==> src/rtl/decode_stage_pkg.sv <==
// decode_stage_pkg: shared MIPS decode/execute widths, opcode/funct codes, ALU op encoding and control bundle.
package decode_stage_pkg;
    localparam int NB_DATA     = 32;
    localparam int NB_REGISTER = 5;
    localparam int NB_ALU_OP   = 4;

    localparam logic [5:0] OP_RTYPE = 6'h00;
    localparam logic [5:0] OP_J     = 6'h02;
    localparam logic [5:0] OP_JAL   = 6'h03;
    localparam logic [5:0] OP_BEQ   = 6'h04;
    localparam logic [5:0] OP_BNE   = 6'h05;
    localparam logic [5:0] OP_ADDI  = 6'h08;
    localparam logic [5:0] OP_ADDIU = 6'h09;
    localparam logic [5:0] OP_SLTI  = 6'h0A;
    localparam logic [5:0] OP_ANDI  = 6'h0C;
    localparam logic [5:0] OP_ORI   = 6'h0D;
    localparam logic [5:0] OP_XORI  = 6'h0E;
    localparam logic [5:0] OP_LUI   = 6'h0F;
    localparam logic [5:0] OP_LW    = 6'h23;
    localparam logic [5:0] OP_SW    = 6'h2B;

    localparam logic [5:0] FN_SLL  = 6'h00;
    localparam logic [5:0] FN_SRL  = 6'h02;
    localparam logic [5:0] FN_SRA  = 6'h03;
    localparam logic [5:0] FN_JR   = 6'h08;
    localparam logic [5:0] FN_JALR = 6'h09;
    localparam logic [5:0] FN_ADDU = 6'h21;
    localparam logic [5:0] FN_SUBU = 6'h23;
    localparam logic [5:0] FN_AND  = 6'h24;
    localparam logic [5:0] FN_OR   = 6'h25;
    localparam logic [5:0] FN_XOR  = 6'h26;
    localparam logic [5:0] FN_NOR  = 6'h27;
    localparam logic [5:0] FN_SLT  = 6'h2A;

    typedef enum logic [NB_ALU_OP-1:0] {
        ALU_ADD, ALU_SUB, ALU_AND, ALU_OR, ALU_XOR, ALU_NOR,
        ALU_SLT, ALU_SLL, ALU_SRL, ALU_SRA, ALU_LUI, ALU_PASS
    } alu_op_t;

    typedef enum logic [1:0] {EXT_SIGN, EXT_ZERO, EXT_LUI} ext_t;

    typedef struct packed {
        logic    valid;
        alu_op_t alu_op;
        logic    alu_src;
        logic    mem_read;
        logic    mem_write;
        logic    reg_write;
        logic    mem_to_reg;
        logic    reg_dst;
        logic    reads_rt;
        logic    branch;
        logic    branch_ne;
        logic    jump;
        logic    jump_reg;
        logic    link;
        logic    link31;
        ext_t    ext;
    } ctrl_t;
endpackage

==> src/rtl/decode_stage_control_unit.sv <==
// control_unit: opcode/funct to control bundle; jumps (J, JAL, JR, JALR) decode only with MIPS_JUMP_EN,
// otherwise they fall into the invalid (bubble) case.
module control_unit
    import decode_stage_pkg::*;
(
    input  logic [5:0] opcode,
    input  logic [5:0] funct,
    output ctrl_t      ctrl
);
    always_comb begin
        ctrl = '0;
        ctrl.valid = 1'b1;
        ctrl.reads_rt = opcode == OP_RTYPE || opcode == OP_SW || opcode == OP_BEQ || opcode == OP_BNE;
        case (opcode)
            OP_RTYPE: begin
                ctrl.reg_write = 1'b1;
                ctrl.reg_dst = 1'b1;
                case (funct)
                    FN_ADDU: ctrl.alu_op = ALU_ADD;
                    FN_SUBU: ctrl.alu_op = ALU_SUB;
                    FN_AND:  ctrl.alu_op = ALU_AND;
                    FN_OR:   ctrl.alu_op = ALU_OR;
                    FN_XOR:  ctrl.alu_op = ALU_XOR;
                    FN_NOR:  ctrl.alu_op = ALU_NOR;
                    FN_SLT:  ctrl.alu_op = ALU_SLT;
                    FN_SLL:  ctrl.alu_op = ALU_SLL;
                    FN_SRL:  ctrl.alu_op = ALU_SRL;
                    FN_SRA:  ctrl.alu_op = ALU_SRA;
`ifdef MIPS_JUMP_EN
                    FN_JR: begin
                        ctrl.reg_write = 1'b0;
                        {ctrl.jump, ctrl.jump_reg} = 2'b11;
                    end
                    FN_JALR: begin
                        {ctrl.jump, ctrl.jump_reg, ctrl.link, ctrl.alu_src} = 4'b1111;
                        ctrl.alu_op = ALU_PASS;
                    end
`endif
                    default: ctrl.valid = 1'b0;
                endcase
            end
            OP_ADDI, OP_ADDIU: {ctrl.alu_src, ctrl.reg_write} = 2'b11;
            OP_SLTI: begin
                {ctrl.alu_src, ctrl.reg_write} = 2'b11;
                ctrl.alu_op = ALU_SLT;
            end
            OP_ANDI, OP_ORI, OP_XORI: begin
                {ctrl.alu_src, ctrl.reg_write} = 2'b11;
                ctrl.ext = EXT_ZERO;
                ctrl.alu_op = opcode == OP_ANDI ? ALU_AND : opcode == OP_ORI ? ALU_OR : ALU_XOR;
            end
            OP_LUI: begin
                {ctrl.alu_src, ctrl.reg_write} = 2'b11;
                ctrl.ext = EXT_LUI;
                ctrl.alu_op = ALU_LUI;
            end
            OP_LW: {ctrl.alu_src, ctrl.reg_write, ctrl.mem_read, ctrl.mem_to_reg} = 4'b1111;
            OP_SW: {ctrl.alu_src, ctrl.mem_write} = 2'b11;
            OP_BEQ: ctrl.branch = 1'b1;
            OP_BNE: {ctrl.branch, ctrl.branch_ne} = 2'b11;
`ifdef MIPS_JUMP_EN
            OP_J: ctrl.jump = 1'b1;
            OP_JAL: begin
                {ctrl.jump, ctrl.link, ctrl.link31, ctrl.reg_write, ctrl.alu_src} = 5'b11111;
                ctrl.alu_op = ALU_PASS;
            end
`endif
            default: ctrl.valid = 1'b0;
        endcase
    end
endmodule

==> src/rtl/decode_stage.sv <==
// decode_stage: MIPS ID stage with WB bypass, load-use stall, branch/jump resolution and ID/EX register.
// Jump decode is enabled by MIPS_JUMP_EN inside control_unit.
module decode_stage
    import decode_stage_pkg::*;
(
    input  logic                   i_clock,
    input  logic                   i_reset,
    input  logic                   i_valid,
    input  logic [NB_DATA-1:0]     i_instruction,
    input  logic [NB_DATA-1:0]     i_pc_plus_4,
    input  logic                   i_flush,
    input  logic                   i_ex_mem_read,
    input  logic [NB_REGISTER-1:0] i_ex_rt,
    input  logic                   i_wb_reg_write,
    input  logic [NB_REGISTER-1:0] i_wb_write_sel,
    input  logic [NB_DATA-1:0]     i_wb_write_data,
    output logic [NB_REGISTER-1:0] o_read_reg_sel_0,
    output logic [NB_REGISTER-1:0] o_read_reg_sel_1,
    input  logic [NB_DATA-1:0]     i_data_read_reg_0,
    input  logic [NB_DATA-1:0]     i_data_read_reg_1,
    output logic                   o_stall,
    output logic                   o_pc_source,
    output logic [NB_DATA-1:0]     o_pc_next,
    output logic [NB_DATA-1:0]     o_rs_data,
    output logic [NB_DATA-1:0]     o_rt_data,
    output logic [NB_DATA-1:0]     o_imm_ext,
    output logic [NB_REGISTER-1:0] o_rs,
    output logic [NB_REGISTER-1:0] o_rt,
    output logic [NB_REGISTER-1:0] o_rd_dest,
    output logic [NB_REGISTER-1:0] o_shamt,
    output logic [NB_ALU_OP-1:0]   o_alu_op,
    output logic                   o_alu_src,
    output logic                   o_mem_read,
    output logic                   o_mem_write,
    output logic                   o_reg_write,
    output logic                   o_mem_to_reg
);
    ctrl_t                  ctrl;
    logic [NB_REGISTER-1:0] rs, rt, rd, dest;
    logic [15:0]            imm;
    logic [NB_DATA-1:0]     rs_val, rt_val, imm_ext, branch_target;
    logic                   capture;

    control_unit u_control_unit (
        .opcode(i_instruction[31:26]),
        .funct (i_instruction[5:0]),
        .ctrl  (ctrl)
    );

    assign rs = i_instruction[25:21];
    assign rt = i_instruction[20:16];
    assign rd = i_instruction[15:11];
    assign imm = i_instruction[15:0];
    assign o_read_reg_sel_0 = rs;
    assign o_read_reg_sel_1 = rt;

    // r0 is hard zero, which also makes a WB write to r0 invisible
    assign rs_val = rs == '0 ? '0 : (i_wb_reg_write && i_wb_write_sel == rs) ? i_wb_write_data : i_data_read_reg_0;
    assign rt_val = rt == '0 ? '0 : (i_wb_reg_write && i_wb_write_sel == rt) ? i_wb_write_data : i_data_read_reg_1;

    assign o_stall = i_ex_mem_read && i_ex_rt != '0 && (i_ex_rt == rs || (ctrl.reads_rt && i_ex_rt == rt));
    assign imm_ext = ctrl.link ? i_pc_plus_4
                   : ctrl.ext == EXT_ZERO ? {16'b0, imm}
                   : ctrl.ext == EXT_LUI ? {imm, 16'b0}
                   : {{16{imm[15]}}, imm};
    assign dest = ctrl.link31 ? 5'd31 : ctrl.reg_dst ? rd : rt;
    assign branch_target = i_pc_plus_4 + {{14{imm[15]}}, imm, 2'b00};
    assign o_pc_next = ctrl.jump_reg ? rs_val
                     : ctrl.jump ? {i_pc_plus_4[31:28], i_instruction[25:0], 2'b00}
                     : branch_target;
    assign o_pc_source = i_valid && !i_flush && !o_stall && ctrl.valid
                       && (ctrl.jump || (ctrl.branch && ((rs_val == rt_val) != ctrl.branch_ne)));
    assign capture = ctrl.valid && !i_flush && !o_stall;

    always_ff @(posedge i_clock) begin
        if (i_reset) begin
            o_rs_data <= '0;
            o_rt_data <= '0;
            o_imm_ext <= '0;
            o_rs <= '0;
            o_rt <= '0;
            o_rd_dest <= '0;
            o_shamt <= '0;
            o_alu_op <= '0;
            {o_alu_src, o_mem_read, o_mem_write, o_reg_write, o_mem_to_reg} <= '0;
        end else if (i_valid) begin
            o_rs_data <= capture ? rs_val : '0;
            o_rt_data <= capture ? rt_val : '0;
            o_imm_ext <= capture ? imm_ext : '0;
            o_rs <= capture ? rs : '0;
            o_rt <= capture ? rt : '0;
            o_rd_dest <= capture ? dest : '0;
            o_shamt <= capture ? i_instruction[10:6] : '0;
            o_alu_op <= capture ? ctrl.alu_op : '0;
            {o_alu_src, o_mem_read, o_mem_write, o_reg_write, o_mem_to_reg} <= capture
                ? {ctrl.alu_src, ctrl.mem_read, ctrl.mem_write, ctrl.reg_write, ctrl.mem_to_reg} : '0;
        end
    end
endmodule

==> config.mk <==
export PLATFORM = sky130hd
export DESIGN_NAME = decode_stage
export DESIGN_NICKNAME = d
export VERILOG_FILES = /design/src/rtl/decode_stage_pkg.sv /design/src/rtl/decode_stage_control_unit.sv /design/src/rtl/decode_stage.sv
export SDC_FILE = /design/constraint.sdc
export NUM_CORES = 1
export LEC_CHECK = 0
export CORE_MARGIN = 4
export CORE_UTILIZATION = 40
export CTS_CLUSTER_DIAMETER = 80
export DETAILED_ROUTE_END_ITERATION = 12
export GPL_ROUTABILITY_DRIVEN = 0
export PLACE_DENSITY = 0.78
export REMOVE_ABC_BUFFERS = 1
export SYNTH_ARGS = -nofsm -noshare
export SYNTH_HDL_FRONTEND = slang
export SYNTH_SLANG_ARGS = --single-unit
==> constraint.sdc <==
create_clock -name i_clock -period 11.4 [get_ports i_clock]
set_input_delay 2.28 -clock i_clock [delete_from_list [all_inputs] [get_ports i_clock]]
set_output_delay 2.28 -clock i_clock [all_outputs]
set_load 0.03 [all_outputs]
==> reports/metrics.cfg, run 1 <==
[logic_synthesis]
synth_edf_count=0
yosys_register_bits=124
synth_seq_area_share=0.3113
synth_largest_area_cell=dfxtp_1
synthFlopType=dfxtp_1
synth_top_area_share=0.3113
synthDistinctLibCells=58
yosysMostFrequentCell=nor2_1
synth_cells=968
netlist_top_cells_count=nor2_1, dfxtp_1, a31oi_1, nor4b_1
yosysWarnings=0
synth_area_leaders=dfxtp_1, nor2_1, nor4b_1
async_flop_share=0
synth_area_mm2=0.007974
synth_area_per_cell_um2=8.237

[setup_path]
cpMaxStageDelayCell=clkdlybuf4s50_1
critical_path_class=in -> out
path_delay_family=simple AND/OR/NAND/NOR gates
critPathBufInv=3
critPathMaxFanout=32
cp.required_ns=9.12
start_kind=input pin
crit_chain=clkdlybuf4s50_1, xnor2_1, nand2_1, or2_1, buf_4, a31oi_1, xor2_1, nor4_1, nand4_1, o41ai_1, clkdlybuf4s50_1
cpMostUsedCell=clkdlybuf4s50_1
endpoint_kind=primary output
crit_arrival_ns=7.05
rr_startpoint=o_rs_data[13]$_SDFFE_PP0P_
slowest_delay_ns=0.78
crit_start=i_instruction[16]

[floorplan]
die_x_um=149.2
dieArea_mm2=0.02226
die_height_um=149.2
start_util=0.4084
num_io_pins=345
num_rows=51
coreArea_mm2=0.01953

[clock_network]
cts_resized=0
path_clk_slew_ns=0.06
clock_latency_ns=0.41
cts_tree=done
cts-root-buf=clkbuf_16
cts_made_buffers=17
clkSinkCount=124
cts_buffer_depth=2
cts-hold-fix-buffers=0
post_cts_buffers=0
cts_htree_levels=4

[placed_design]
placed_area_mm2=0.01137
dp_hpwl_um=22460
port-buffer-count=340
dp_slack_ns=2.263
placedCellCount=1491

[route]
via_count=8955
drc_errors=0
postRouteWirelength_um=31490
ant_nets=0
drt-pass1-iter-count=5
first_iter_violations=697
vias_per_cell=5.861
avgRoutedWirePerCell_um=20.61

[power_and_ir_drop]
p_total_uw=1353
p_int_uw=932.3
power_frac_comb=0.289
switching_share=0.3110
power_frac_seq=0.326
power_frac_clock=0.384
ir_drop_v=0.00009305
switchingPower_uw=420.8
p_leak_uw=0.004406
power_density_mw_per_mm2=113.3

[cells_and_area]
fill_cells=1703
area_delta_synth_final_pct=49.79
fin_area_mm2=0.01194
finalNonFillerCells=1528
drive_gt1_frac=0.05087
final_nets=1451

[timing]
fin_worst_skew_ns=0
setup_tns_ns=0
period_minus_slack_ns=9.332
finalSetupViolations=0
rsz0062_at_grt=no
worstMarginPinSlew_ns=1.176
fmax_ghz=0.1072
drv_slew=0
slew_headroom=0.2139
finalWorstSetupSlack_ns=2.068
finalHoldViolations=0
post-route-period-util=0.8186

[global_routing]
gr-usage-all-layers=0.2736
grt_pass1_vias=8728
grt-ovfl-total=0
antenna_found_initial=5
grt_max_degree=97
grt_pass1_wl_um=48600

[hold_path]
hold_start=o_alu_op[0]$_SDFFE_PP0P_
holdCritPathClass=reg -> reg

[flow_run]
drv_cap=0

[status]
status=finished, final reports clean

-- power groups by stage --
stage / Sequential, µW / Combinational (µW) / Clock (µW)
2_1_floorplan: 461 / 193 / 0
3_5_place_dp: 451 / 386 / 0
3_3_place_gp: 451 / 385 / 0
5_1_grt: 442 / 417 / 547
6_report: 442 / 391 / 520
4_1_cts: 442 / 390 / 527
-- cell type report --
type | count | area, µm² | share of cell area
antenna | 5 | 12.51 | 0.001048
multi-input combinational | 735 | 4992 | 0.4180
inverter | 12 | 47.55 | 0.003981
sequential | 124 | 2482 | 0.2078
clock buffer | 21 | 470.5 | 0.03939
tap | 265 | 331.6 | 0.02776
clock inverter | 11 | 93.84 | 0.007857
timing repair buffer | 355 | 3513 | 0.2942
-- worst reg2reg max path, cell delays in order (launching register included) --
cell and delay [ns]:
dfxtp_1 0.32, o2bb2ai_1 0.12, nor2b_1 0.16
-- flip-flops by register name, summed over array words and instances, names as in the netlist --
signal / cells
o_rd_dest: 5
o_rs: 5
o_rt: 5
o_reg_write: 1
o_shamt: 5
o_alu_op: 4
o_alu_src: 1
o_imm_ext: 32
o_rs_data: 32
o_mem_write: 1
o_mem_read: 1
o_rt_data: 32
-- through the flow --
stage,hold WS (ns),utilization
4_1_cts,0.4670,0.6110
6_report,0.4697,0.6117
5_1_grt,0.4894,0.6117
3_5_place_dp,0.4575,0.5821
2_1_floorplan,0.5906,-
3_3_place_gp,0.4556,0.5821
-- layer usage --
metal  track usage  share of wire  vias to the layer above
met4        0.1519          0.055                        0
met5             0              0                        -
li1              -              -                     4142
met1        0.3541           0.41                     4229
met3       0.06320          0.081                      111
met2        0.4205           0.45                      473
-- cell families after synthesis --
family          share of synthesized area
simple gates                       0.2106
compound gates                     0.2635
flops                              0.3113
buf+inv                           0.06339
xor+xnor                          0.08677
fa+ha+maj                         0.04802
mux                               0.01648
-- layout by cell type (no fill, tap or decap), types with 3 or more instances in the layout --
cell	count
o21a_1	7
or2_1	4
nor2_2	3
a31oi_1	63
nand3_1	5
dfxtp_1	124
a211oi_1	4
nor3_1	5
nor2b_1	9
diode_2	5
or3_1	3
a21oi_1	35
o2bb2ai_1	4
nand4_1	8
mux2_2	9
clkinv_2	5
or4_1	4
a2bb2oi_1	56
clkdlybuf4s50_1	339
nand2_1	34
o21ai_0	17
clkinvlp_4	4
buf_4	16
clkbuf_16	17
inv_1	11
ha_1	29
a21o_1	26
nand2b_1	11
nor4b_1	60
and3_1	4
xnor2_1	35
a22oi_1	56
nor4_1	10
xor2_1	44
nor2_1	155
clkbuf_8	3
mux2i_1	3
-- worst paths after layout --
path                                      to  slack, ns  cells past startpoint
setup / recovery                 o_pc_source       2.07                     11
hold / removal      o_alu_op[0]$_SDFFE_PP0P_       0.47                      2
setup reg to reg  o_rs_data[13]$_SDFFE_PP0P_      10.65                      2
hold reg to reg     o_alu_op[0]$_SDFFE_PP0P_       0.47                      2
(Power assumes the default switching activity.)
==> run 2, diff against run 1 <==
Settings changed: CORE_UTILIZATION 40 to 39, PLACE_DENSITY 0.78 to 0.79.
Clock period 11.4 ns to 7.9 ns, I/O delays scaled along.
==> reports/metrics.cfg, run 2 (synthesis results as in run 1) <==
[cells_and_area]
most-common-layout-cells=clkdlybuf4s50_1, nor2_1, dfxtp_1
final_nets=1457
drive_gt1_frac=0.05617
fill_cells=1736
multi_input_area_mm2=0.004992
layout_commonest_cell=clkdlybuf4s50_1
top_regs=o_imm_ext: 32 flops, o_rs_data: 32 flops, o_rt_data: 32 flops
area_delta_synth_final_pct=51.09
seq_area_mm2=0.002482

[route]
drt-pass1-iter-count=5
postRouteWirelength_um=31300
first_iter_violations=716
vias_per_cell=5.731
ant_nets=0
via_count=8809
drc_errors=0
avgRoutedWirePerCell_um=20.36

[setup_path]
endpoint_kind=primary output
critPathMaxFanout=8
cp.required_ns=6.32
critical_path_class=in -> out
start_kind=input pin
crit_arrival_ns=5.44

[clock_network]
clkSinkCount=124
cts_buffer_depth=2
clock_latency_ns=0.41
cts_htree_levels=4
cts-hold-fix-buffers=0
cts-root-buf=clkbuf_16
cts_resized=0
cts_made_buffers=17
cts_tree=done
post_cts_buffers=0
path_clk_slew_ns=0.05

[timing]
fmax_ghz=0.1425
post-route-period-util=0.8881
worstMarginPinSlew_ns=0.9624
whs_ns=0.4624
fin_worst_skew_ns=0
drv_slew=0
rsz0062_at_grt=no
finalHoldViolations=0
period_minus_slack_ns=7.016
finalSetupViolations=0
setup_tns_ns=0
slew_headroom=0.3577

[floorplan]
start_util=0.3953
die_height_um=151.0
die_x_um=151.0
coreArea_mm2=0.02017
num_rows=52
num_io_pins=345
dieArea_mm2=0.02280

[global_routing]
antenna_found_initial=2
grt_pass1_wl_um=46910
gr-usage-all-layers=0.2624
grt_max_degree=83
grt-ovfl-total=0
grt_pass1_vias=8509

[power_and_ir_drop]
p_total_uw=2026
p_leak_uw=0.004463
power_density_mw_per_mm2=168.1
ir_drop_v=0.0001097

[flow_run]
drv_cap=0

[hold_path]
holdCritPathClass=reg -> reg

[placed_design]
dp_hpwl_um=22520
port-buffer-count=340

[status]
status=finished, final reports clean

## run 2: report_power, final
part / internal (µW) / switching [µW]
clock: 503 / 320
sequential: 633 / 4.24
combinational: 259 / 307
total: 1390 / 631
## run 2: metal layers
metal | up-vias | share of wire | track usage
met5 | - | 0 | 0
met4 | 0 | 0.049 | 0.1251
met3 | 87 | 0.072 | 0.06463
met2 | 417 | 0.46 | 0.4090
met1 | 4153 | 0.42 | 0.3402
li1 | 4152 | - | -
## run 2: stage by stage
stage / worst slack [ns] / area, µm² / utilization / cells
final: 0.8843 / 12050 / 0.5973 / 1537
after detailed placement: 0.9244 / 11430 / 0.5666 / 1502
after CTS: 0.8884 / 12040 / 0.5970 / 1534
after global routing: 0.5547 / 12050 / 0.5972 / 1536
after floorplan: 1.244 / 7513 / - / 871
after global placement: 0.9823 / 11430 / 0.5666 / 1502
## run 2: area by class of cell
class | instances | area share
Timing Repair Buffer | 361 | 0.2962
Tap cell | 270 | 0.02804
Clock inverter | 14 | 0.01516
Multi-Input combinational cell | 735 | 0.4144
Antenna cell | 3 | 0.0006231
Inverter | 12 | 0.003946
Sequential cell | 124 | 0.2060
Clock buffer | 18 | 0.03562
## run 2: critical path, stage by stage
cell and delay (ns):
clkdlybuf4s50_1 0.65, ha_1 0.23, inv_1 0.05, fa_1 0.40, nor2b_1 0.13, o21a_1 0.14
o21ai_1 0.11, a311oi_1 0.60, o21a_1 0.24, nand4_1 0.14, a31oi_1 0.29, xor2_1 0.19
clkdlybuf4s50_1 0.70
## run 2: worst paths after layout
| check | from | endpoint | slack [ns] | cells past startpoint |
|---|---|---|---|---|
| worst min-delay path | o_alu_op[3]$_SDFFE_PP0P_ | o_alu_op[3]$_SDFFE_PP0P_ | 0.46 | 2 |
| worst max register to register | o_rs_data[2]$_SDFFE_PP0P_ | o_rs_data[2]$_SDFFE_PP0P_ | 7.11 | 2 |
| worst min register to register | o_alu_op[3]$_SDFFE_PP0P_ | o_alu_op[3]$_SDFFE_PP0P_ | 0.46 | 2 |
| worst max-delay path | i_instruction[0] | o_pc_next[20] | 0.88 | 13 |
==> run 3, diff against run 2 <==
==> constraint.sdc (replaced) <==
create_clock -name i_clock -period 7.9 [get_ports i_clock]
set_input_delay 2.37 -clock i_clock [delete_from_list [all_inputs] [get_ports i_clock]]
set_output_delay 2.37 -clock i_clock [all_outputs]
set_load 0.03 [all_outputs]
==> reports/metrics.cfg, run 3 (synthesis results as in run 1) <==
[status]
status=complete, but fails checks
violations=negative setup slack

[clock_network]
cts-root-buf=clkbuf_16
cts_htree_levels=4
cts-hold-fix-buffers=0
cts_tree=done
clock_latency_ns=0.41
clkSinkCount=124
cts_made_buffers=17
cts_buffer_depth=2
path_clk_slew_ns=0.06

[power_and_ir_drop]
p_leak_uw=0.005104
power_density_mw_per_mm2=153.9
ir_drop_v=0.0001207
p_total_uw=2063

[timing]
rsz0062_at_grt=yes
worstMarginPinSlew_ns=1.007
finalSetupViolations=1
fmax_ghz=0.1254
finalHoldViolations=0
drv_slew=0
finalWorstSetupSlack_ns=-0.07529
fin_worst_skew_ns=0
post-route-period-util=1.010
whs_ns=0.4627
slew_headroom=0.3281
period_minus_slack_ns=7.975

[setup_path]
rr_startpoint=o_rt_data[11]$_SDFFE_PP0P_
path_delay_family=buffers and inverters
r2r_setup_slack_ns=7.14
endpoint_kind=primary output
cp.required_ns=5.53
critical_path_class=in -> out
crit_chain=clkdlybuf4s50_1, buf_4, nor2_4, buf_12, buf_16, buf_12, nor4b_1, a31oi_2, xor2_1, nor4_2, nand2_1, o311ai_2, o41ai_2, buf_4, buf_12
critPathMaxFanout=11
critPathBufInv=7
r2r_end=o_rt_data[11]$_SDFFE_PP0P_
rr_worst_depth=2
crit_arrival_ns=5.61
cpMaxStageDelayCell=clkdlybuf4s50_1
slowest_delay_ns=0.58
start_kind=input pin
cpMostUsedCell=buf_12

[floorplan]
die_height_um=151.0
start_util=0.3953
die_x_um=151.0
num_io_pins=345
dieArea_mm2=0.02280
num_rows=52
coreArea_mm2=0.02017

[route]
avgRoutedWirePerCell_um=21.07
drc_errors=0
drt-pass1-iter-count=5
postRouteWirelength_um=34620
via_count=9476
vias_per_cell=5.767
first_iter_violations=647
ant_nets=0

[flow_run]
drv_cap=0

[placed_design]
placed_area_mm2=0.01214
placedCellCount=1589
dp_hpwl_um=23830
port-buffer-count=340

[cells_and_area]
fill_cells=1574
multi_input_area_mm2=0.005458
layout_commonest_cell=clkdlybuf4s50_1
finalNonFillerCells=1643
fin_area_mm2=0.01341
area_delta_synth_final_pct=68.12
final_nets=1558
seq_area_mm2=0.002482
drive_gt1_frac=0.1853
top_regs=o_imm_ext: 32 flops, o_rs_data: 32 flops, o_rt_data: 32 flops
most-common-layout-cells=clkdlybuf4s50_1, nor2_1, buf_4

[hold_path]
min_to=o_alu_op[3]$_SDFFE_PP0P_
hold_start=o_alu_op[3]$_SDFFE_PP0P_
holdCritPathClass=reg -> reg
hold_depth=2

[global_routing]
grt_pass1_wl_um=51140
grt_pass1_vias=9197
grt_max_degree=73
gr-usage-all-layers=0.2875
antenna_found_initial=8
grt-ovfl-total=0

-- run 3: changes by cell type in the layout (fill, tap and decap cells not counted), moves of 5 or more --
| cell | change |
|---|---|
| buf_4 | +104 |
| a31oi_1 | -33 |
| a31oi_2 | +29 |
| clkdlybuf4s50_1 | -24 |
| nor4b_1 | -22 |
| nor4b_2 | +19 |
| buf_12 | +11 |
| dlygate4sd2_1 | +6 |
| diode_2 | +5 |
-- run 3: routing by layer --
metal | GRT usage | wire (µm) | part of all wire
met5 | 0 | 0 | 0
met2 | 0.4479 | 16270 | 0.47
met3 | 0.06074 | 2591 | 0.075
met4 | 0.1668 | 1982 | 0.057
met1 | 0.3673 | 13780 | 0.40
-- run 3: worst register-to-register path: stages, from the launching register on --
cell and delay (ns):
dfxtp_1 0.33, a2bb2oi_1 0.22, nor2_1 0.07
-- run 3: layout make-up --
| class | instances | share of cell area |
|---|---|---|
| multi-input cells | 735 | 0.4071 |
| inverters | 12 | 0.003547 |
| clock inverters | 14 | 0.01185 |
| well taps | 270 | 0.02520 |
| repair buffers | 462 | 0.3336 |
| flip-flops and latches | 124 | 0.1852 |
| clock buffers | 18 | 0.03201 |
| diodes | 8 | 0.001493 |
-- run 3: worst max-delay path by stage --
stage / startpoint / cells after the start / slack, ns / to
2_1_floorplan: i_instruction[22] / 8 / -0.34 / o_pc_source
5_1_grt: i_wb_write_sel[3] / 13 / -0.27 / o_pc_source
3_5_place_dp: i_instruction[23] / 12 / -0.16 / o_pc_source
4_1_cts: i_instruction[22] / 13 / 0.01 / o_pc_source
6_report: i_instruction[16] / 15 / -0.08 / o_pc_source
3_3_place_gp: i_instruction[20] / 12 / -0.11 / o_pc_source
-- run 3: where the power goes --
| part | total, µW | leakage (µW) | internal (µW) | switching [µW] |
|---|---|---|---|---|
| registers | 637 | 0.00100 | 633 | 4.28 |
| logic | 631 | 0.00383 | 298 | 333 |
| clock network | 796 | 0.000271 | 470 | 326 |
| total | 2060 | 0.00510 | 1400 | 663 |
-- run 3: repair_timing --
action / CTS / global route
gates resized for setup: 53 / 29
setup buffers: 10 / 1
endpoints found under the setup margin: 1 / 3
cloned: 1 / 2
pin swaps: 9 / 7
-- run 3: through the flow --
stage	utilization	setup slack, ns	setup TNS, ns
after global routing	0.6646	-0.2730	-0.2730
after floorplan	-	-0.3358	-0.3358
after global placement	0.6019	-0.1055	-0.1055
after detailed placement	0.6019	-0.1622	-0.1622
after CTS	0.6520	0.01188	0
final	0.6646	-0.07529	-0.07529
